<file path="config.mk">
export PLATFORM = sky130hd
export DESIGN_NAME = scalar_datapath
export DESIGN_NICKNAME = d
export VERILOG_FILES = /design/src/rtl/scalar_pkg.sv /design/src/rtl/scalar_alu.sv /design/src/rtl/scalar_datapath.sv
export SDC_FILE = /design/constraint.sdc
export NUM_CORES = 1
export LEC_CHECK = 0
export BUFFER_PORTS_ARGS = -buffer_cell sky130_fd_sc_hd__buf_2
export CAP_MARGIN = 20
export CORE_AREA = 2 2 162 164
export CTS_BUF_LIST = sky130_fd_sc_hd__clkbuf_2 sky130_fd_sc_hd__clkbuf_4 sky130_fd_sc_hd__clkbuf_8
export DETAILED_ROUTE_END_ITERATION = 16
export DIE_AREA = 0 0 164 166
export HOLD_SLACK_MARGIN = 0.08
export PLACE_DENSITY = 0.75
export SYNTH_ARGS = -nofsm -noshare
export SYNTH_HDL_FRONTEND = slang
export SYNTH_HIERARCHICAL = 1
export SYNTH_SLANG_ARGS = --single-unit
</file>
<file path="constraint.sdc">
create_clock -name clk -period 8 [get_ports clk]
set_input_delay 0.4 -clock clk [delete_from_list [all_inputs] [get_ports clk]]
set_output_delay 0.4 -clock clk [all_outputs]
set_load 0.01 [all_outputs]
</file>
<file path="src/rtl/scalar_pkg.sv">
// Shared widths, opcode encodings and the signed saturation helper
// used by the scalar execute/writeback datapath.
package scalar_pkg;

    localparam int WIDTH  = 12;
    localparam int ADDR_W = 3;
    localparam int FRAC   = 6;

    localparam logic [2:0] OP_MOV  = 3'b000;
    localparam logic [2:0] OP_ADD  = 3'b001;
    localparam logic [2:0] OP_SUB  = 3'b010;
    localparam logic [2:0] OP_MUL  = 3'b011;
    localparam logic [2:0] OP_IMUL = 3'b100;
    localparam logic [2:0] OP_FADD = 3'b101;
    localparam logic [2:0] OP_FMUL = 3'b110;
    localparam logic [2:0] OP_CMP  = 3'b111;

    // Signed bounds of a WIDTH-bit result, held at double width for comparison
    localparam logic signed [2*WIDTH-1:0] SAT_MAX = {{(WIDTH+1){1'b0}}, {(WIDTH-1){1'b1}}};
    localparam logic signed [2*WIDTH-1:0] SAT_MIN = {{(WIDTH+1){1'b1}}, {(WIDTH-1){1'b0}}};

    function automatic logic [WIDTH-1:0] sat_s(input logic signed [2*WIDTH-1:0] v);
        if (v > SAT_MAX)
            return {1'b0, {(WIDTH-1){1'b1}}};
        else if (v < SAT_MIN)
            return {1'b1, {(WIDTH-1){1'b0}}};
        else
            return v[WIDTH-1:0];
    endfunction

endpackage

</file>
<file path="src/rtl/scalar_alu.sv">
// Combinational 8-function ALU: integer, saturating signed, Q6.6 fixed-point
// and unsigned compare operations on two register-file sources.
module scalar_alu
    import scalar_pkg::*;
#(
    parameter int WIDTH = scalar_pkg::WIDTH,
    parameter int FRAC  = scalar_pkg::FRAC
) (
    input  logic [2:0]       opcode,
    input  logic [WIDTH-1:0] a,
    input  logic [WIDTH-1:0] b,
    output logic [WIDTH-1:0] y
);

    logic signed [2*WIDTH-1:0] sa;
    logic signed [2*WIDTH-1:0] sb;
    logic signed [2*WIDTH-1:0] prod_s;
    logic signed [2*WIDTH-1:0] sum_s;
    logic signed [2*WIDTH-1:0] fmul_s;

    // Sign-extend once so every signed path works at double width without overflow
    assign sa     = {{WIDTH{a[WIDTH-1]}}, a};
    assign sb     = {{WIDTH{b[WIDTH-1]}}, b};
    assign prod_s = sa * sb;
    assign sum_s  = sa + sb;
    assign fmul_s = prod_s >>> FRAC;

    always_comb begin
        y = '0;
        unique case (opcode)
            OP_MOV:  y = a;
            OP_ADD:  y = a + b;
            OP_SUB:  y = a - b;
            OP_MUL:  y = a * b;
            OP_IMUL: y = sat_s(prod_s);
            OP_FADD: y = sat_s(sum_s);
            OP_FMUL: y = sat_s(fmul_s);
            OP_CMP:  y = {{(WIDTH-3){1'b0}}, (a > b), (a < b), (a == b)};
            default: y = '0;
        endcase
    end

endmodule

</file>
<file path="src/rtl/scalar_datapath.sv">
// Scalar execute/writeback datapath: 8-entry register file with two gated
// combinational read ports, the ALU, and the immediate/ALU write-back mux.
module scalar_datapath
    import scalar_pkg::*;
#(
    parameter int WIDTH  = scalar_pkg::WIDTH,
    parameter int ADDR_W = scalar_pkg::ADDR_W,
    parameter int FRAC   = scalar_pkg::FRAC
) (
    input  logic              clk,
    input  logic              rst,
    input  logic [2:0]        opcode,
    input  logic [WIDTH-1:0]  dat,
    input  logic              select,
    input  logic              write,
    input  logic              read2,
    input  logic              read3,
    input  logic [ADDR_W-1:0] adr1,
    input  logic [ADDR_W-1:0] adr2,
    input  logic [ADDR_W-1:0] adr3,
    output logic [WIDTH-1:0]  op1,
    output logic [WIDTH-1:0]  op2,
    output logic [WIDTH-1:0]  op3,
    output logic [WIDTH-1:0]  datain
);

    localparam int DEPTH = 2 ** ADDR_W;

    logic [DEPTH-1:0][WIDTH-1:0] regs;

    // No write bypass: reads always see the state before the pending edge
    assign op1    = read2 ? regs[adr2] : '0;
    assign op2    = read3 ? regs[adr3] : '0;
    assign datain = select ? dat : op3;

    scalar_alu #(
        .WIDTH (WIDTH),
        .FRAC  (FRAC)
    ) u_alu (
        .opcode (opcode),
        .a      (op1),
        .b      (op2),
        .y      (op3)
    );

    always_ff @(posedge clk) begin
        if (rst)
            regs <= '0;
        else if (write)
            regs[adr1] <= datain;
    end

endmodule

</file>
# Word-level counts from Yosys, hierarchy flattened
# Index checks and enable logic that the tools add are counted.
op_classes:
  n_addsub: 3
  multipliers: 2
  magnitude_cmp: 12
  eq_ne: 8
  n_mux: 17
  reduce_logical: 2
op_table:
  columns: ["op", "count"]
  rows:
  - ["$mux 12", 12]
  - ["$bwmux 96", 1]
  - ["$pmux 12 s8", 1]
  - ["$bmux 12 s3", 2]
  - ["$gt 24x12->1 const B", 2]
  - ["$lt 24x12->1 const B", 2]
  - ["$demux 12 s3", 1]
  - ["$mul 12x12->24", 1]
  - ["$gt 18x12->1 const B", 1]
  - ["$lt 18x12->1 const B", 1]
  - ["$add 12x12->13", 1]
  - ["$add 12x12->12", 1]
  - ["$eq 12x12->1", 1]
  - ["$eq 3x3->1 const B", 4]
  - ["$gt 12x12->1", 1]
  - ["$lt 12x12->1", 1]
  - ["$lt 3x4->1 const B", 3]
  - ["$mul 12x12->12", 1]
  - ["$sub 12x12->12", 1]
  - ["$eq 3x2->1 const B", 2]
  - ["$eq 3x1->1 const B", 1]
  - ["$ge 3x1->1 const B", 1]
  - ["$logic_not 3->1", 1]
  - ["$logic_and 1x1->1", 1]
totals:
  register_bits: 96
  out_inout_bits: 48
  word_cells: 52

# Depth between registers and ports, before layout
# Gate-level depths: netlist (run 1).
depth:
  depth_word: 10
  ltp_mapped: 34

# Cells and area by module
# The synthesis (run 1) kept the hierarchy.
by_module_without_submodules:
  columns: ["mod", "n_inst", "cells_each", "area_per_inst_um2", "seq_area_each_um2"]
  rows:
  - ["scalar_alu", 1, 1071, 8592.0, 0.0]
  - ["scalar_datapath", 1, 469, 5293.8, 1921.8]

# Worst setup path after synthesis (run 1)
# Ideal clock, no wire load.
synth_path:
  path_kind: "input -> output"
  startpoint: "in adr2[1]"
  endpoint: "out datain[6]"
  arrival_time_ps: 8236
  required_ps: 7600
  path_slack_ps: -636
  stages: 32
  path_buffers: 4
  cell_sequence: "buf_6 > buf_6 > mux4_2 > mux2i_1 > nor2_1 > clkbuf_1 > inv_1 > nor2_1 > inv_1 > fa_1 > inv_1 > fa_1 > inv_1 > fa_1 > inv_1 > fa_1 > inv_1 > fa_1 > inv_1 > ha_1 > clkbuf_1 > o21ai_0 > a22oi_1 > o21ai_0 > or4b_2 > o22ai_1 > a32oi_1 > o21ai_2 > a21oi_1 > o32a_1 > mux2i_1 > inv_1"
synth_via:
  elab_chain_cells: 9
synth_rtl:
  columns: ["element", "line", "rtl"]
  rows:
  - ["from (decl)", "scalar_datapath.sv:19", "input logic [ADDR_W-1:0] adr2,"]
  - ["$bmux 12 s3 *", "scalar_datapath.sv:32", "assign op1 = read2 ? regs[adr2] : '0;"]
  - ["$mux 12 (not written as such) *", "scalar_datapath.sv:32", null]
  - ["$mux 12 *", "scalar_datapath.sv:32", null]
  - ["named net op1[11]", "scalar_datapath.sv:21", "output logic [WIDTH-1:0] op1,"]
  - ["$mul 12x12->24 or $add 12x12->13 (tied branches)", "scalar_alu.sv:24, scalar_alu.sv:25", null]
  - ["$lt 24x12->1 or $lt 18x12->1 (tied branches)", "scalar_pkg.sv:25", "else if (v < SAT_MIN)"]
  - ["$mux 12", "scalar_pkg.sv:25", null]
  - ["$mux 12", "scalar_pkg.sv:23", "if (v > SAT_MAX)"]
  - ["$pmux 12 s8 *", "scalar_alu.sv:30", "unique case (opcode)"]
  - ["named net op3[6]", "scalar_datapath.sv:23", "output logic [WIDTH-1:0] op3,"]
  - ["$mux 12 *", "scalar_datapath.sv:34", "assign datain = select ? dat : op3;"]
  - ["to (decl)", "scalar_datapath.sv:24", "output logic [WIDTH-1:0] datain"]
# Mark *: on every way through the listed nets, which the timed path passes. The rest lies on a longest branch. The select of a mux whose other input is x is not followed.

# Worst setup path after layout (run 1)
layout_path:
  startpoint: "reg regs[82] in the netlist's numbering"
  endpoint: "out datain[9]"
layout_via:
  elab_chain_cells: 9
layout_rtl:
  columns: ["element", "line", "rtl"]
  rows:
  - ["from (decl)", "scalar_datapath.sv:29", "logic [DEPTH-1:0][WIDTH-1:0] regs;"]
  - ["from (signal, indexed assignment)", "scalar_datapath.sv:50", "regs[adr1] <= datain;"]
  - ["$bmux 12 s3, on equally long branches", "scalar_datapath.sv:32, scalar_datapath.sv:33", null]
  - ["$mux 12, on equally long branches (2 in series)", "scalar_datapath.sv:32, scalar_datapath.sv:33", null]
  - ["$mul 12x12->24 or $add 12x12->13 (tied branches)", "scalar_alu.sv:24, scalar_alu.sv:25", null]
  - ["$lt 24x12->1 or $lt 18x12->1 (tied branches)", "scalar_pkg.sv:25", null]
  - ["$mux 12", "scalar_pkg.sv:25", null]
  - ["$mux 12", "scalar_pkg.sv:23", null]
  - ["$pmux 12 s8 *", "scalar_alu.sv:30", null]
  - ["$mux 12 *", "scalar_datapath.sv:34", null]
# Every way passes the cells marked *; elsewhere a longest branch is shown, timed or not. The select of a mux whose other input is x is not followed.

==> results.cfg, run 1 <==
[sta]
timing.final.crit_share_pct = 104
layout_setup_ws_ns = -0.316
setup_viol = 22
drv_slew = 0
hold_violations = 0
slew-limit-headroom_pct = 29.9
rsz0062_at_grt = true
period_needed_ns = 8.32
worst_slew_pin_slew_ns = 1.05
fin_skew_ns = 0.0148
timing.fmax_mhz = 120

[global_routing]
use_met2_pct = 54.5
busiest_layer = met2
first_global_vias = 13261
antenna_found_initial = 0
grt_use_met1_pct = 44.2
grt_max_degree = 97
gr-usage-all-layers_pct = 33.5
grt_pass1_wl_mm = 71.4
overflow = 0
met3_usage_pct = 5.52

[die]
die_h_um = 166
start_util_pct = 54.2
die_area_sq_um = 27200
rows = 59
io_pins = 78
core_area_sq_um = 25600
die_width_um = 164

[logic_synthesis]
ys_ff_latch = 96
synth_edf_count = 0
synth_common_cells = inv_1 (263), nor2_1 (177), fa_1 (157)
synth_flop_cell = dfxtp_1
synthTopCellsByArea = fa_1 (23%), dfxtp_1 (14%), ha_1 (7.9%), inv_1 (7.1%), mux4_1 (4.9%)
ys_warn_count = 6
synth_top_area_share_pct = 22.6
ys_types = 81
post_synth.cell_area_avg_sq_um = 9.02
syn_nets = 1815
async_reset_ff_share_pct = 0
synth_cells = 1540
synth.most_common_cell = inv_1
synth-seq-area-share_pct = 13.8
yosys.area.top_type = fa_1
netlist_area_sq_um = 13900

[final_layout]
regMostFlops = regs
nets = 2148
area_growth_pct = 32.0
largest_reg_flops = 96
antenna_cells = 0
fin_util_pct = 71.6
drive_gt1_share_pct = 37.4
fin_area_sq_um = 18300
fin_cells = 2211
largestRegisters = regs (96)

[worst_setup_path]
slowest_stage = fa_1
critPathBufInv = 11
cp_common_cell = buf_4
critPathKind = flop to output pin
worstPathRequired_ns = 7.60
ff2ff_path_depth = 29
crit_path_start_kind = flop
cp.depth = 30
cpPeakStageDelay_ns = 0.55
endpoint_kind = output pin
critPathTopFamily = adder cells
arrival_ns = 7.92
path_max_fanout = 5

[placed_design]
io_buffers = 77
dpl.cell_count = 2130
place_congestion = 1.01
postPlaceCellArea_sq_um = 16400
dp_slack_ns = -0.795
hpwl_mm = 34.6

[drt]
drc_errors = 0
num_vias = 13214
wl_per_cell_um = 21.4
routed_wl_mm = 47.2
drt_first_pass_iters = 7
first_iter_violations = 1166
ant_nets = 0
vias_per_cell = 5.98

[pwr]
power_density_nw_per_um2 = 79.0
p_leak_nw = 8.35
peakVddDrop_mv = 0.129
power_w = 0.00145

[clock_network]
clock_latency_ns = 0.37
numCtsBuffers = 9
root_buffer = clkbuf_8
cts_hold_buffers = 0
cts.clk_slew.worst_paths_ns = 0.11
clockBufferDepth = 2
cts_tree = done
cts.sinks = 96
htree_levels = 3

[run_status]
violations = setup timing
outcome = complete, but fails checks

[hold_path]
hold_depth = 4
hold_class = primary input to flop

[run]
maxCapViolCount = 0
## through the flow
stage / setup TNS (ns) / hold WS [ns]
2_1_floorplan: -0.000354 / 0.481
3_3_place_gp: -51.50 / 0.492
3_5_place_dp: -72.25 / 0.502
4_1_cts: -1.34 / 0.492
5_1_grt: -6.31 / 0.533
6_report: -3.49 / 0.502
## per-layer routing
layer	share of wire (%)	wire, um	vias up
li1	-	-	5826
met2	48	22800	691
met3	8.0	3760	172
met5	0	0	-
met1	39	18300	6525
met4	5.1	2390	0
## path summary, 6_finish.rpt
check / start / endpoint / slack [ns]
worst min register to register: regs[92] / regs[92] / 0.52
worst max-delay path: regs[82] / datain[9] / -0.32
worst max register to register: regs[82] / regs[94] / 0.14
worst min-delay path: adr1[1] / regs[0] / 0.50
## repair_timing
item / CTS / global route
endpoints found under the setup margin: 112 / 61
pin swaps: 57 / 105
buffers inserted: 34 / 35
cloned: 3 / 1
resized for setup: 179 / 131
## where the power goes
| part | switching, W | leakage (nW) | internal (W) | total [W] |
|---|---|---|---|---|
| clock | 0.000181 | 0.0941 | 0.000146 | 0.000327 |
| sequential | 0.0000136 | 0.783 | 0.000495 | 0.000509 |
| combinational | 0.000328 | 7.47 | 0.000285 | 0.000613 |
| total | 0.000522 | 8.35 | 0.000926 | 0.00145 |
## cell usage in the layout (no fill, tap or decap), types with 7 or more instances in the layout
cell type	n
a211oi_1	73
a211oi_2	29
a21o_1	9
a21oi_1	43
a21oi_2	9
and2_1	34
and2_4	12
buf_12	14
buf_2	60
buf_4	282
buf_6	49
clkbuf_8	9
dfxtp_1	89
dfxtp_2	7
fa_1	145
fa_2	12
ha_1	66
ha_4	16
inv_1	230
inv_2	31
mux2i_1	13
mux2i_2	7
mux2i_4	20
mux4_2	43
nand2_1	96
nand2_2	10
nand2b_1	8
nand3_1	11
nor2_1	154
nor2_2	13
nor2_4	10
nor2b_1	7
nor3_1	11
o211ai_1	12
o21ai_0	30
o32a_1	9
xnor2_1	38
xor2_1	17
## area by class of cell
| class | instances | area, sq um |
|---|---|---|
| Multi-Input combinational cell | 1086 | 11300 |
| Fill cell | 1804 | 7280 |
| Timing Repair Buffer | 415 | 3450 |
| Sequential cell | 96 | 1930 |
| Inverter | 265 | 1000 |
| Tap cell | 335 | 419 |
| Clock buffer | 9 | 124 |
| Clock inverter | 5 | 66.3 |
## logic make-up after synthesis
family	synth area share, %
buffers and inverters	11.1
flip-flops	13.8
AO/OA/AOI/OAI	16.0
adder cells (fa/ha/maj)	30.6
XOR/XNOR	3.47
AND/OR/NAND/NOR	13.3
multiplexers	11.7
## worst reg2reg max path: cells and delay by family (launching register included)
family | cells | cell delay, ns
compound gates | 7 | 1.73
fa+ha+maj | 6 | 2.86
buf+inv | 8 | 1.02
flops | 1 | 0.35
mux | 4 | 1.28
simple gates | 4 | 0.52
(Power assumes the default switching activity.)
==> inputs of run 2 (changes only) <==
Settings changed: RECOVER_POWER from default to 100, SKIP_LAST_GASP from default to 1.
==> run 2 against run 1 <==
  * The flow still finishes with violations (setup timing)
  * Sequential power barely moved
  * Clock-buffer cell count unchanged
  * Critical path depth unchanged
==> results.cfg, run 2 (synthesis results as in run 1) <==
[final_layout]
mostFrequentLayoutCell = buf_4
drive_gt1_share_pct = 37.0
multiInputGateArea_sq_um = 11400
mostFrequentLayoutCells = buf_4 (291), inv_1 (236), nor2_1 (156)
antenna_cells = 0
regMostFlops = regs
fin_area_sq_um = 18300
largestRegisters = regs (96)
area_growth_pct = 31.8
num-fill-cells = 1836
nets = 2151
register_area_sq_um = 1930
largest_reg_flops = 96

[clock_network]
cts.sinks = 96
numCtsBuffers = 9
clockBufferDepth = 2
htree_levels = 3
cts_hold_buffers = 0
cts.clk_slew.worst_paths_ns = 0.10
clock_latency_ns = 0.38
cts_tree = done
root_buffer = clkbuf_8

[sta]
holdWs_ns = 0.505
rsz0062_at_grt = true
worst_slew_pin_slew_ns = 1.05
slew-limit-headroom_pct = 29.8
drv_slew = 0
setup_tns_ns = -2.95
fin_skew_ns = 0.0161
setup_viol = 20
period_needed_ns = 8.27
timing.final.crit_share_pct = 103
layout_setup_ws_ns = -0.265
hold_violations = 0
timing.fmax_mhz = 121

[die]
die_area_sq_um = 27200
die_h_um = 166
core_area_sq_um = 25600
io_pins = 78
rows = 59
die_width_um = 164
start_util_pct = 54.2

[worst_setup_path]
r2r_end = regs[78]
endpoint_kind = output pin
arrival_ns = 7.87
cpPeakStageDelay_ns = 0.55
r2r_start = regs[68]
critPathTopFamily = adder cells
critPathKind = flop to output pin
timing.reg2reg.setup_slack_ns = 0.15
worstPathRequired_ns = 7.60
path_max_fanout = 5
crit_path_start_kind = flop
ff2ff_path_depth = 31
crit_start = regs[15]
critPathBufInv = 11
slowest_stage = fa_2

[run]
maxCapViolCount = 0

[hold_path]
hold_depth = 4
hold_class = primary input to flop
hold_path_end = regs[0]
timing.hold.worst.start = adr1[1]

[placed_design]
postPlaceCellArea_sq_um = 16400
dp_slack_ns = -0.795
hpwl_mm = 34.6
place_congestion = 1.01
io_buffers = 77

[drt]
vias_per_cell = 5.96
first_iter_violations = 1226
drt_first_pass_iters = 6
num_vias = 13194
drc_errors = 0
routed_wl_mm = 47.2
wl_per_cell_um = 21.3
ant_nets = 0

[pwr]
p_leak_nw = 8.37
power_w = 0.00145
power_density_nw_per_um2 = 79.0
peakVddDrop_mv = 0.131

[global_routing]
antenna_found_initial = 0
overflow = 0
first_global_vias = 13263
grt_pass1_wl_mm = 71.5
gr-usage-all-layers_pct = 33.6
grt_max_degree = 97

[run_status]
outcome = complete, but fails checks
violations = setup timing
run 2: cell types whose count changed in the layout (fill, tap and decap cells not counted), moves of 4 or more:
cell and change:
buf_12 -5, and2_4 -4, buf_6 -4, buf_4 +9
inv_1 +6, and2_1 +4, inv_2 -6
run 2: worst max-delay path by stage:
stage / to / slack (ns) / depth (start not counted)
2_1_floorplan: datain[6] / -0.0004 / 29
3_3_place_gp: datain[8] / -0.64 / 32
3_5_place_dp: datain[2] / -0.80 / 31
4_1_cts: datain[8] / -0.14 / 31
5_1_grt: datain[6] / -0.37 / 30
6_report: datain[9] / -0.27 / 30
run 2: report_power, final:
group	leakage, nW	switching, W	internal [W]
Clock	0.0941	0.000181	0.000146
Combinational	7.50	0.000326	0.000285
Sequential	0.782	0.0000134	0.000495
run 2: area by class of cell:
type                    count  share of cell area, %
flip-flops and latches     96                   10.5
clock inverters             5                  0.362
repair buffers            418                   18.5
multi-input cells        1086                   62.2
well taps                 335                   2.29
clock buffers               9                  0.677
inverters                 265                   5.46
run 2: metal layers:
layer / GRT usage (%) / routed length (um) / up-vias
met5: 0 / 0 / -
met4: 14.2 / 2120 / 0
met3: 5.22 / 3790 / 145
met2: 54.8 / 22900 / 699
met1: 44.4 / 18400 / 6514
li1: - / - / 5836
run 2: what timing repair did:
item,in CTS,in global routing
setup buffers,34,35
gates resized for setup,166,135
cloned,3,1
pin swaps,54,105
setup endpoints to repair,112,54
run 2: stage by stage:
step / cells / util, %
finish: 2214 / 71.5
global route: 2214 / 71.5
CTS: 2180 / 68.4
detailed placement: 2130 / 64.1
global placement: 2130 / 64.1
floorplan: 1540 / -
run 2: worst min-delay path, cell delays in order:
cell      delay [ns]
buf_2           0.18
nor4b_4         0.11
nor2_1          0.09
a211oi_1        0.05
==> inputs of run 3 (changes only) <==
Settings changed: ABC_AREA from default to 1, CORE_AREA 2 2 162 164 to 2 2 168 170, DIE_AREA 0 0 164 166 to 0 0 170 172.
==> run 3 against run 2 <==
  * The run now ends clean
  * Hold slack worse by 0.021 ns
  * Total power grew 75%
  * Synthesized cell count rose by 55%
  * Core utilization down 11 points
  * Global-route usage increased by 1.2 points
  * Clock skew rose by 0.00070 ns
  * Clock power increased by 18%
  * First-iteration DRC count up 29%
  * Critical endpoint is now datain[7]
  * Largest cell class unchanged
  * Highest routed layer unchanged
==> results.cfg, run 3 <==
[run_status]
outcome = completed

[placed_design]
dp_slack_ns = -0.00562
postPlaceCellArea_sq_um = 16000
io_buffers = 77
place_congestion = 0.992
hpwl_mm = 37.7

[worst_setup_path]
path_max_fanout = 24
crit_path_start_kind = primary input
endpoint_kind = output pin
r2r_end = regs[19]
critPathTopFamily = adder cells
timing.reg2reg.setup_slack_ns = 0.82
critPathKind = primary input to output pin
slowest_stage = fa_1
ff2ff_path_depth = 39
arrival_ns = 7.35
cpPeakStageDelay_ns = 0.54
r2r_start = regs[31]
cp_common_cell = nand2_1
critPathBufInv = 13
worstPathRequired_ns = 7.60

[drt]
wl_per_cell_um = 18.0
num_vias = 15512
drc_errors = 0
routed_wl_mm = 50.8
first_iter_violations = 1584
ant_nets = 0
vias_per_cell = 5.51
drt_first_pass_iters = 7

[logic_synthesis]
synth_cells = 2388
synth-xor-area-share_pct = 1.35
ys_types = 39
synth-compound-area-share_pct = 10.0
async_reset_ff_share_pct = 0
synth_top_family_by_area = simple AND/OR/NAND/NOR gates
synth-seq-area-share_pct = 12.9
synth.most_common_cell = nand2_1
synth-adder-area-share_pct = 28.5
muxShareOfSynthArea_pct = 0
synthTopCellsByArea = fa_1 (21%), nand2_1 (16%), inv_1 (13%), dfxtp_1 (13%), ha_1 (7.4%)
post_synth.cell_area_avg_sq_um = 6.23
ys_warn_count = 6
synthSimpleGateAreaFrac_pct = 30.9
synth_edf_count = 0
netlist_area_sq_um = 14900
yosys.area.top_type = fa_1
syn_nets = 2663
ys_ff_latch = 96
synth_common_cells = nand2_1 (650), inv_1 (526), nor2_1 (194)
synth_flop_cell = dfxtp_1
synth_top_area_share_pct = 21.1

[die]
die_h_um = 172
die_area_sq_um = 29200
io_pins = 78
start_util_pct = 54.2
core_area_sq_um = 27500
die_width_um = 170
rows = 61

[clock_network]
cts.sinks = 96
clock_latency_ns = 0.39
cts_hold_buffers = 0
numCtsBuffers = 9
cts.clk_slew.worst_paths_ns = 0.10
root_buffer = clkbuf_8
clockBufferDepth = 2
htree_levels = 3
cts_tree = done

[final_layout]
mostFrequentLayoutCell = nand2_1
largest_reg_flops = 96
mostFrequentLayoutCells = nand2_1 (649), inv_1 (515), nand3_1 (189)
regMostFlops = regs
fin_area_sq_um = 16700
area_growth_pct = 12.0
antenna_cells = 0
nets = 2740
num-fill-cells = 2696
largestRegisters = regs (96)
drive_gt1_share_pct = 11.3

[sta]
layout_setup_ws_ns = 0.246
worst_slew_pin_slew_ns = 1.45
timing.fmax_mhz = 129
slew-limit-headroom_pct = 2.48
fin_skew_ns = 0.0168
timing.final.crit_share_pct = 96.9
period_needed_ns = 7.75
hold_violations = 0
setup_viol = 0
drv_slew = 0

[pwr]
p_leak_nw = 9.40
power_density_nw_per_um2 = 152
peakVddDrop_mv = 0.119

[global_routing]
first_global_vias = 14765
gr-usage-all-layers_pct = 34.8
grt_max_degree = 68
antenna_found_initial = 0
grt_pass1_wl_mm = 78.7
overflow = 0

[hold_path]
hold_depth = 2
hold_path_end = regs[39]
timing.hold.worst.start = regs[39]
hold_class = flop to flop

[run]
maxCapViolCount = 0
run 3: cell type report:
| cell class | instances | area, sq um | share of cell area [%] |
|---|---|---|---|
| well taps | 346 | 433 | 2.60 |
| inverters | 531 | 1990 | 12.0 |
| flip-flops and latches | 96 | 1920 | 11.5 |
| clock buffers | 10 | 131 | 0.788 |
| repair buffers | 165 | 1320 | 7.91 |
| clock inverters | 4 | 95.1 | 0.571 |
| multi-input cells | 1662 | 10800 | 64.6 |
run 3: layer usage:
layer	vias up	part of all wire (%)	global-route usage, %
li1	7353	-	-
met1	7237	40	45.1
met2	763	47	59.5
met3	159	8.7	4.33
met4	0	4.6	13.4
met5	-	0	0
run 3: per-stage QoR:
stage / utilization [%] / cells / power, W / setup TNS (ns) / hold slack [ns]
after detailed placement: 58.2 / 2785 / 0.00202 / -0.00562 / 0.467
after floorplan: - / 2388 / 0.00155 / 0 / 0.449
after CTS: 59.1 / 2799 / 0.00240 / 0 / 0.472
after global placement: 58.2 / 2784 / 0.00200 / 0 / 0.463
final: 60.7 / 2814 / 0.00253 / 0 / 0.484
after global routing: 60.7 / 2814 / 0.00272 / -0.156 / 0.500
run 3: how the worst max path moves through the flow:
stage | end | start | slack (ns) | depth (start not counted)
final | datain[7] | adr3[0] | 0.25 | 40
after detailed placement | datain[2] | adr2[1] | -0.006 | 36
after CTS | datain[2] | adr2[0] | 0.02 | 39
after floorplan | datain[7] | adr2[1] | 0.53 | 35
after global placement | datain[2] | adr2[1] | 0.01 | 36
after global routing | datain[9] | adr3[0] | -0.04 | 40
run 3: cells by family after synthesis:
logic type,count (synthesis)
XOR/XNOR,23
adder cells (fa/ha/maj),245
AND/OR/NAND/NOR,1107
buffers and inverters,631
AO/OA/AOI/OAI,286
flip-flops,96
run 3: worst reg2reg max path, delay by kind of cell, from the launching register on:
family                   cells  cell delay, ns
buffers and inverters       10            0.98
AND/OR/NAND/NOR             17            1.77
AO/OA/AOI/OAI                6            0.94
adder cells (fa/ha/maj)      6            3.04
flip-flops                   1            0.36
run 3: what timing repair did:
action	4_1_cts	5_1_grt
setup endpoints to repair	1	37
gates resized for setup	1	82
gates cloned	0	4
pin swaps	0	10
buffers inserted	0	11
run 3: power breakdown:
| group | total [W] | leakage [nW] | switching [W] | internal (W) |
|---|---|---|---|---|
| clock | 0.000387 | 0.116 | 0.000179 | 0.000208 |
| combinational | 0.00164 | 8.50 | 0.00107 | 0.000567 |
| sequential | 0.000501 | 0.780 | 0.00000565 | 0.000495 |
| total | 0.00253 | 9.40 | 0.00126 | 0.00127 |
